**config.mk**
```make
export PLATFORM = sky130hd
export DESIGN_NAME = card_match_ctl
export DESIGN_NICKNAME = d
export VERILOG_FILES = /design/src/rtl/card_pkg.sv /design/src/rtl/show_timer.sv /design/src/rtl/card_match_ctl.sv
export SDC_FILE = /design/constraint.sdc
export NUM_CORES = 1
export LEC_CHECK = 0
export ABC_AREA = 0
export CELL_PAD_IN_SITES_DETAIL_PLACEMENT = 1
export CELL_PAD_IN_SITES_GLOBAL_PLACEMENT = 2
export CORE_ASPECT_RATIO = 0.9
export CORE_UTILIZATION = 37
export DETAILED_ROUTE_END_ITERATION = 12
export DONT_BUFFER_PORTS = 1
export GPL_TIMING_DRIVEN = 0
export MAX_ROUTING_LAYER = met4
export PLACE_DENSITY_LB_ADDON = 0.1
export SLEW_MARGIN = 25
export SYNTH_ARGS = -nofsm -noshare
export SYNTH_HDL_FRONTEND = slang
export SYNTH_HIERARCHICAL = 1
export SYNTH_SLANG_ARGS = --single-unit
```
**constraint.sdc**
```tcl
create_clock -name clk -period 2.8 [get_ports clk]
set_input_delay 0.56 -clock clk [delete_from_list [all_inputs] [get_ports clk]]
set_output_delay 0.56 -clock clk [all_outputs]
set_load 0.01 [all_outputs]
```
**src/rtl/card_pkg.sv**
```systemverilog
// Shared definitions for the card-matching controller: entry field layout,
// FSM state encoding, pair colours and the fixed card layouts.
package card_pkg;

    localparam int unsigned ACTIVE_BIT = 0;
    localparam int unsigned DISC_BIT   = 1;
    localparam int unsigned COLOR_MSB  = 13;
    localparam int unsigned COLOR_LSB  = 2;

    localparam int unsigned NUM_CARDS  = 12;
    localparam int unsigned NUM_PAIRS  = 6;

    typedef enum logic [3:0] {
        IDLE,
        INIT,
        WAIT_FIRST,
        REVEAL_FIRST,
        WAIT_SECOND,
        REVEAL_SECOND,
        SHOW,
        RESOLVE_A,
        RESOLVE_B,
        DONE
    } state_t;

    localparam logic [11:0] PAIR_COLOR [0:5] = '{
        12'hF00, 12'h0F0, 12'h00F, 12'hFF0, 12'h0FF, 12'hF0F
    };

    localparam logic [2:0] CARD_LAYOUT [0:3][1:12] = '{
        '{3'd0, 3'd1, 3'd2, 3'd3, 3'd4, 3'd5, 3'd0, 3'd1, 3'd2, 3'd3, 3'd4, 3'd5},
        '{3'd0, 3'd0, 3'd1, 3'd1, 3'd2, 3'd2, 3'd3, 3'd3, 3'd4, 3'd4, 3'd5, 3'd5},
        '{3'd5, 3'd4, 3'd3, 3'd2, 3'd1, 3'd0, 3'd0, 3'd1, 3'd2, 3'd3, 3'd4, 3'd5},
        '{3'd0, 3'd1, 3'd0, 3'd2, 3'd1, 3'd3, 3'd2, 3'd4, 3'd3, 3'd5, 3'd4, 3'd5}
    };

    // Covered, undiscovered card for the valid range; blank entry elsewhere.
    function automatic logic [13:0] init_entry(input logic [1:0] layout,
                                               input logic [3:0] addr);
        if (addr >= 4'd1 && addr <= 4'(NUM_CARDS))
            return {PAIR_COLOR[CARD_LAYOUT[layout][addr]], 1'b0, 1'b1};
        return '0;
    endfunction

endpackage

```
**src/rtl/show_timer.sv**
```systemverilog
// Loadable down-counter; done is high while the count sits at zero.
module show_timer #(
    parameter int unsigned WIDTH = 26
) (
    input  logic             clk,
    input  logic             rst_n,
    input  logic             load,
    input  logic [WIDTH-1:0] load_value,
    output logic             done
);

    logic [WIDTH-1:0] count;

    always_ff @(posedge clk or negedge rst_n) begin
        if (!rst_n)
            count <= '0;
        else if (load)
            count <= load_value;
        else if (count != '0)
            count <= count - 1'b1;
    end

    assign done = (count == '0);

endmodule

```
**src/rtl/card_match_ctl.sv**
```systemverilog
// Memory-game controller: initialises the card register file, accepts pair
// selections, shows each pair for SHOW_CYCLES, then retires or covers it.
module card_match_ctl
    import card_pkg::*;
#(
    parameter int unsigned SHOW_CYCLES = 65_000_000
) (
    input  logic        clk,
    input  logic        rst_n,
    input  logic        start,
    input  logic [1:0]  layout,
    input  logic        sel_valid,
    input  logic [3:0]  sel_addr,
    output logic [3:0]  rf_r_address,
    input  logic [13:0] rf_r_data,
    output logic        rf_w_enable,
    output logic [3:0]  rf_w_address,
    output logic [13:0] rf_w_data,
    output logic        busy,
    output logic [2:0]  pairs_found,
    output logic [7:0]  moves,
    output logic        game_over
);

    localparam int unsigned TW = (SHOW_CYCLES > 1) ? $clog2(SHOW_CYCLES) : 1;
    localparam logic [TW-1:0] SHOW_LOAD = TW'(SHOW_CYCLES - 1);

    state_t      state;
    logic [1:0]  layout_q;
    logic [3:0]  first_addr, second_addr;
    logic [11:0] first_color, second_color;
    logic        in_wait, sel_ok, match, show_done;

    assign in_wait = (state == WAIT_FIRST) || (state == WAIT_SECOND);
    assign match   = (first_color == second_color);

    always_comb begin
        rf_r_address = in_wait ? sel_addr : '0;
        sel_ok = in_wait && sel_valid
              && sel_addr >= 4'd1 && sel_addr <= 4'(NUM_CARDS)
              && rf_r_data[ACTIVE_BIT] && !rf_r_data[DISC_BIT]
              && !(state == WAIT_SECOND && sel_addr == first_addr);
    end

    // Loaded during the reveal write so SHOW lasts exactly SHOW_CYCLES cycles.
    show_timer #(.WIDTH(TW)) u_show_timer (
        .clk        (clk),
        .rst_n      (rst_n),
        .load       (state == REVEAL_SECOND),
        .load_value (SHOW_LOAD),
        .done       (show_done)
    );

    always_ff @(posedge clk or negedge rst_n) begin
        if (!rst_n) begin
            state        <= IDLE;
            layout_q     <= '0;
            first_addr   <= '0;
            second_addr  <= '0;
            first_color  <= '0;
            second_color <= '0;
            rf_w_enable  <= 1'b0;
            rf_w_address <= '0;
            rf_w_data    <= '0;
            busy         <= 1'b1;
            pairs_found  <= '0;
            moves        <= '0;
            game_over    <= 1'b0;
        end else begin
            rf_w_enable <= 1'b0;
            if (start) begin
                state        <= INIT;
                layout_q     <= layout;
                first_addr   <= '0;
                second_addr  <= '0;
                first_color  <= '0;
                second_color <= '0;
                rf_w_enable  <= 1'b1;
                rf_w_address <= '0;
                rf_w_data    <= '0;
                busy         <= 1'b1;
                pairs_found  <= '0;
                moves        <= '0;
                game_over    <= 1'b0;
            end else begin
                case (state)
                    INIT: begin
                        // The write address doubles as the sweep counter.
                        if (rf_w_address == 4'd15) begin
                            state <= WAIT_FIRST;
                            busy  <= 1'b0;
                        end else begin
                            rf_w_enable  <= 1'b1;
                            rf_w_address <= rf_w_address + 4'd1;
                            rf_w_data    <= init_entry(layout_q, rf_w_address + 4'd1);
                        end
                    end
                    WAIT_FIRST: if (sel_ok) begin
                        first_addr   <= sel_addr;
                        first_color  <= rf_r_data[COLOR_MSB:COLOR_LSB];
                        state        <= REVEAL_FIRST;
                        busy         <= 1'b1;
                        rf_w_enable  <= 1'b1;
                        rf_w_address <= sel_addr;
                        rf_w_data    <= {rf_r_data[COLOR_MSB:COLOR_LSB], 2'b11};
                    end
                    REVEAL_FIRST: begin
                        state <= WAIT_SECOND;
                        busy  <= 1'b0;
                    end
                    WAIT_SECOND: if (sel_ok) begin
                        second_addr  <= sel_addr;
                        second_color <= rf_r_data[COLOR_MSB:COLOR_LSB];
                        state        <= REVEAL_SECOND;
                        busy         <= 1'b1;
                        rf_w_enable  <= 1'b1;
                        rf_w_address <= sel_addr;
                        rf_w_data    <= {rf_r_data[COLOR_MSB:COLOR_LSB], 2'b11};
                    end
                    REVEAL_SECOND: state <= SHOW;
                    SHOW: if (show_done) begin
                        state        <= RESOLVE_A;
                        rf_w_enable  <= 1'b1;
                        rf_w_address <= first_addr;
                        rf_w_data    <= {first_color, match, !match};
                    end
                    RESOLVE_A: begin
                        state        <= RESOLVE_B;
                        rf_w_enable  <= 1'b1;
                        rf_w_address <= second_addr;
                        rf_w_data    <= {second_color, match, !match};
                    end
                    RESOLVE_B: begin
                        if (moves != 8'hFF)
                            moves <= moves + 8'd1;
                        if (match)
                            pairs_found <= pairs_found + 3'd1;
                        if (match && pairs_found == 3'(NUM_PAIRS - 1)) begin
                            state     <= DONE;
                            game_over <= 1'b1;
                        end else begin
                            state <= WAIT_FIRST;
                            busy  <= 1'b0;
                        end
                    end
                    default: ;
                endcase
            end
        end
    end

endmodule

```
==> results.cfg <==
[logic_synthesis]
synth.cell_area_um2 = 5710
yosys_warnings = 6
synth_area_per_cell_um2 = 9.86
synth-seq-cells = 96
synth_edf_count = 0
synthDistinctLibCells = 80
async_flop_share_pct = 100
yosysSeqAreaShare_pct = 42.1
synthCells = 579
synthFlopType = dfrtp_1

[sta]
skew_ns = 0.00638
fin_hold_ws_ns = 0.0403
post-route-period-util_pct = 111
rsz0062_at_grt = true
min_period_ns = 3.11
tns_ns = -1.76
drv_slew = 0
hold_violations = 0
worst_pin_slew_ns = 0.716
worst_slack_ns = -0.311
max_clock_freq_mhz = 321
maxSlewHeadroom_pct = 52.3
setup_viol_count_final = 12

[global_routing]
grt-ovfl-total = 0
grt_pass1_vias = 4810
track_usage_pct = 22.8
grt_max_degree = 96
antenna_found_initial = 0
grt_pass1_wl_um = 27200

[placement]
gp_congestion = 0.780
dpl_worst_slack_ns = -0.647
dp_hpwl_um = 11600
dp.cells = 801
io_buffers = 0
dpl_cell_area_um2 = 6110

[worst_setup_path]
critPathMaxStageDelay_ns = 0.44
r2r_cells = 12
worstPathRequired_ns = 3.10
cp_common_cell = ha_4
r2r-start = rf_w_address[0]
crit_end = rf_w_data[12]
cp-start-kind = flip-flop
cp_cell_sequence = buf_8 > clkinvlp_4 > ha_4 > mux2i_1 > xnor2_1 > o211a_1 > a2111oi_4 > inv_2 > ha_4 > nand3_2 > a311oi_4 > a22o_1
critical_path_class = flip-flop to flip-flop
slowest_stage = dfrtp_2
crit_start = rf_w_address[0]
cp.arrival_ns = 3.41
r2r_end = rf_w_data[12]
rrSetupSlack_ns = -0.31
crit_fanout = 4
end_kind = flip-flop

[run]
max_cap_violations = 0

[drt]
drt_iter0_markers = 192
drc = 0
wirelength_um = 16500
avgViaCountPerCell = 5.47
first_pass_iters = 4
postRouteAntennaNets = 0
routedWlPerCell_um = 19.7
via_count = 4584

[clocking]
htreeDepth = 3
cts_tree = built
clock_sinks = 96
cts_buffers = 9
cts-root-buf = clkbuf_16
clk_latency_ns = 0.36
path_clk_slew_ns = 0.07
clock_path_buffers = 2

[power_and_ir_drop]
power_frac_comb_pct = 49.1
sw_frac_of_total_pct = 42.2
seq_power_share_pct = 32.2
power.density_nw_per_um2 = 975
p_leak_nw = 2.94
p_sw_mw = 2.77
intPower_mw = 3.79
pwr-share-clk_pct = 18.6
ir_drop_mv = 0.406
finalPower_mw = 6.56

[floorplan]
start_util_pct = 38.4
io_pins = 60
die_h_um = 120
die_w_um = 133
coreArea_um2 = 14900
dieArea_um2 = 15900
rows = 42

[status]
outcome = finished, violations left
violations = negative setup slack

[finish]
drive_above_1_share_pct = 17.8
fin_cells = 838
n_antenna_cell = 0
nNetsFinal = 670
fin_util_pct = 45.3
area_growth_pct = 17.9
fin_area_um2 = 6730

[worst_hold_path]
worst_hold_path_type = primary input to async pin
[layer usage]
| layer | global-route usage, % | up-vias | share of wire [%] |
|---|---|---|---|
| li1 | - | 2185 | - |
| met1 | 30.6 | 2326 | 49 |
| met2 | 34.3 | 60 | 46 |
| met3 | 5.79 | 13 | 4.3 |
| met4 | 5.32 | 0 | 1.2 |
| met5 | - | - | 0 |
[logic make-up after synthesis]
kind of cell	Yosys count	share of synthesized area [%]
other	2	0.132
buffers and inverters	50	4.95
multiplexers	28	4.98
adder cells (fa/ha/maj)	11	2.41
AO/OA/AOI/OAI	146	19.6
flip-flops	96	42.1
XOR/XNOR	52	7.98
AND/OR/NAND/NOR	194	17.9
[critical path: cells and delay by family (launching register included)]
family	cells	cell delay [ns]
xor+xnor	1	0.10
mux	1	0.27
buf+inv	3	0.32
simple gates	1	0.07
fa+ha+maj	2	0.60
flops	1	0.44
compound gates	4	1.22
[worst min-delay path by stage]
stage               start       endpoint  slack [ns]  depth (start not counted)
global placement    rst_n       moves[0]        0.27                          0
detailed placement  rst_n    layout_q[1]        0.27                          0
finish              rst_n           busy        0.04                          0
global route        rst_n           busy        0.02                          0
floorplan           rst_n  first_addr[0]        0.26                          0
CTS                 rst_n           busy        0.03                          0
[cell usage after synthesis (all sizes together), types with 10 or more instances]
| cell | count | share of area (%) |
|---|---|---|
| nor4 | 13 | 1.8 |
| inv | 15 | 0.99 |
| nand2 | 66 | 4.3 |
| xor2 | 31 | 4.8 |
| clkbuf | 17 | 1.8 |
| xnor2 | 21 | 3.2 |
| o21ai | 28 | 2.6 |
| a22o | 44 | 6.8 |
| ha | 11 | 2.4 |
| o211ai | 17 | 2.5 |
| buf | 17 | 2.1 |
| mux2i | 25 | 4.4 |
| nor3 | 10 | 1.1 |
| o31ai | 10 | 1.3 |
| nand3 | 15 | 1.5 |
| dfrtp | 95 | 42 |
| a21oi | 11 | 0.96 |
| nor2 | 42 | 2.9 |
[registers in the layout, indices dropped and copies added, names as in the netlist]
| register | cells |
|---|---|
| state | 4 |
| u_show_timer/count | 26 |
| second_color | 12 |
| busy | 1 |
| pairs_found | 3 |
| rf_w_data | 14 |
| rf_w_enable | 1 |
| first_color | 12 |
| first_addr | 4 |
| layout_q | 2 |
| moves | 8 |
| game_over | 1 |
| second_addr | 4 |
| rf_w_address | 4 |
[power groups by stage]
stage | sequential [mW] | clock [mW] | combinational [mW]
final | 2.12 | 1.22 | 3.22
after global routing | 2.18 | 1.31 | 3.52
after floorplan | 2.03 | 0 | 2.11
after global placement | 2.13 | 0 | 2.64
after detailed placement | 2.15 | 0 | 2.72
after CTS | 2.12 | 1.27 | 3.11
[layout make-up]
class                      count  area [µm²]
buffer                        33         230
clock buffer                  10         229
clock inverter                 6        51.3
fill                        1679        8140
inverter                      16        66.3
multi-input combinational    457        3310
sequential                    96        2400
tap                          198         248
timing repair buffer          22         189
[placed cells by master (no fill, tap or decap), types with 4 or more instances in the layout]
cell type  netlist  layout
clkbuf_16        0       9
nor4_1          10      10
nor2b_1          4       4
buf_2            8       7
buf_4            3      22
inv_1           14      10
nand4_1          4       4
xnor2_1         21      21
nor2_1          40      40
o21ai_0         24      23
a22o_4           0       4
or3_1            5       4
a21oi_1         11      10
clkbuf_8         4       4
nand3b_1         4       4
dfrtp_1         95      94
o31ai_1         10      10
o211ai_1        16      16
and2_1           6       4
mux2i_1         25      24
clkbuf_1        13      13
xor2_1          31      31
conb_1           2      26
nand2_1         66      66
nor3_1           9       7
a22o_1          40      40
nand3_1         14      13
ha_1            11       8
[timing repair]
action	in CTS	in global routing
setup buffers	16	5
hold buffers	1	0
gates cloned	0	0
setup endpoints to repair	22	24
endpoints found under the hold margin	95	0
resized for setup	25	9
pin swaps	15	5
(Power assumes the default switching activity.)
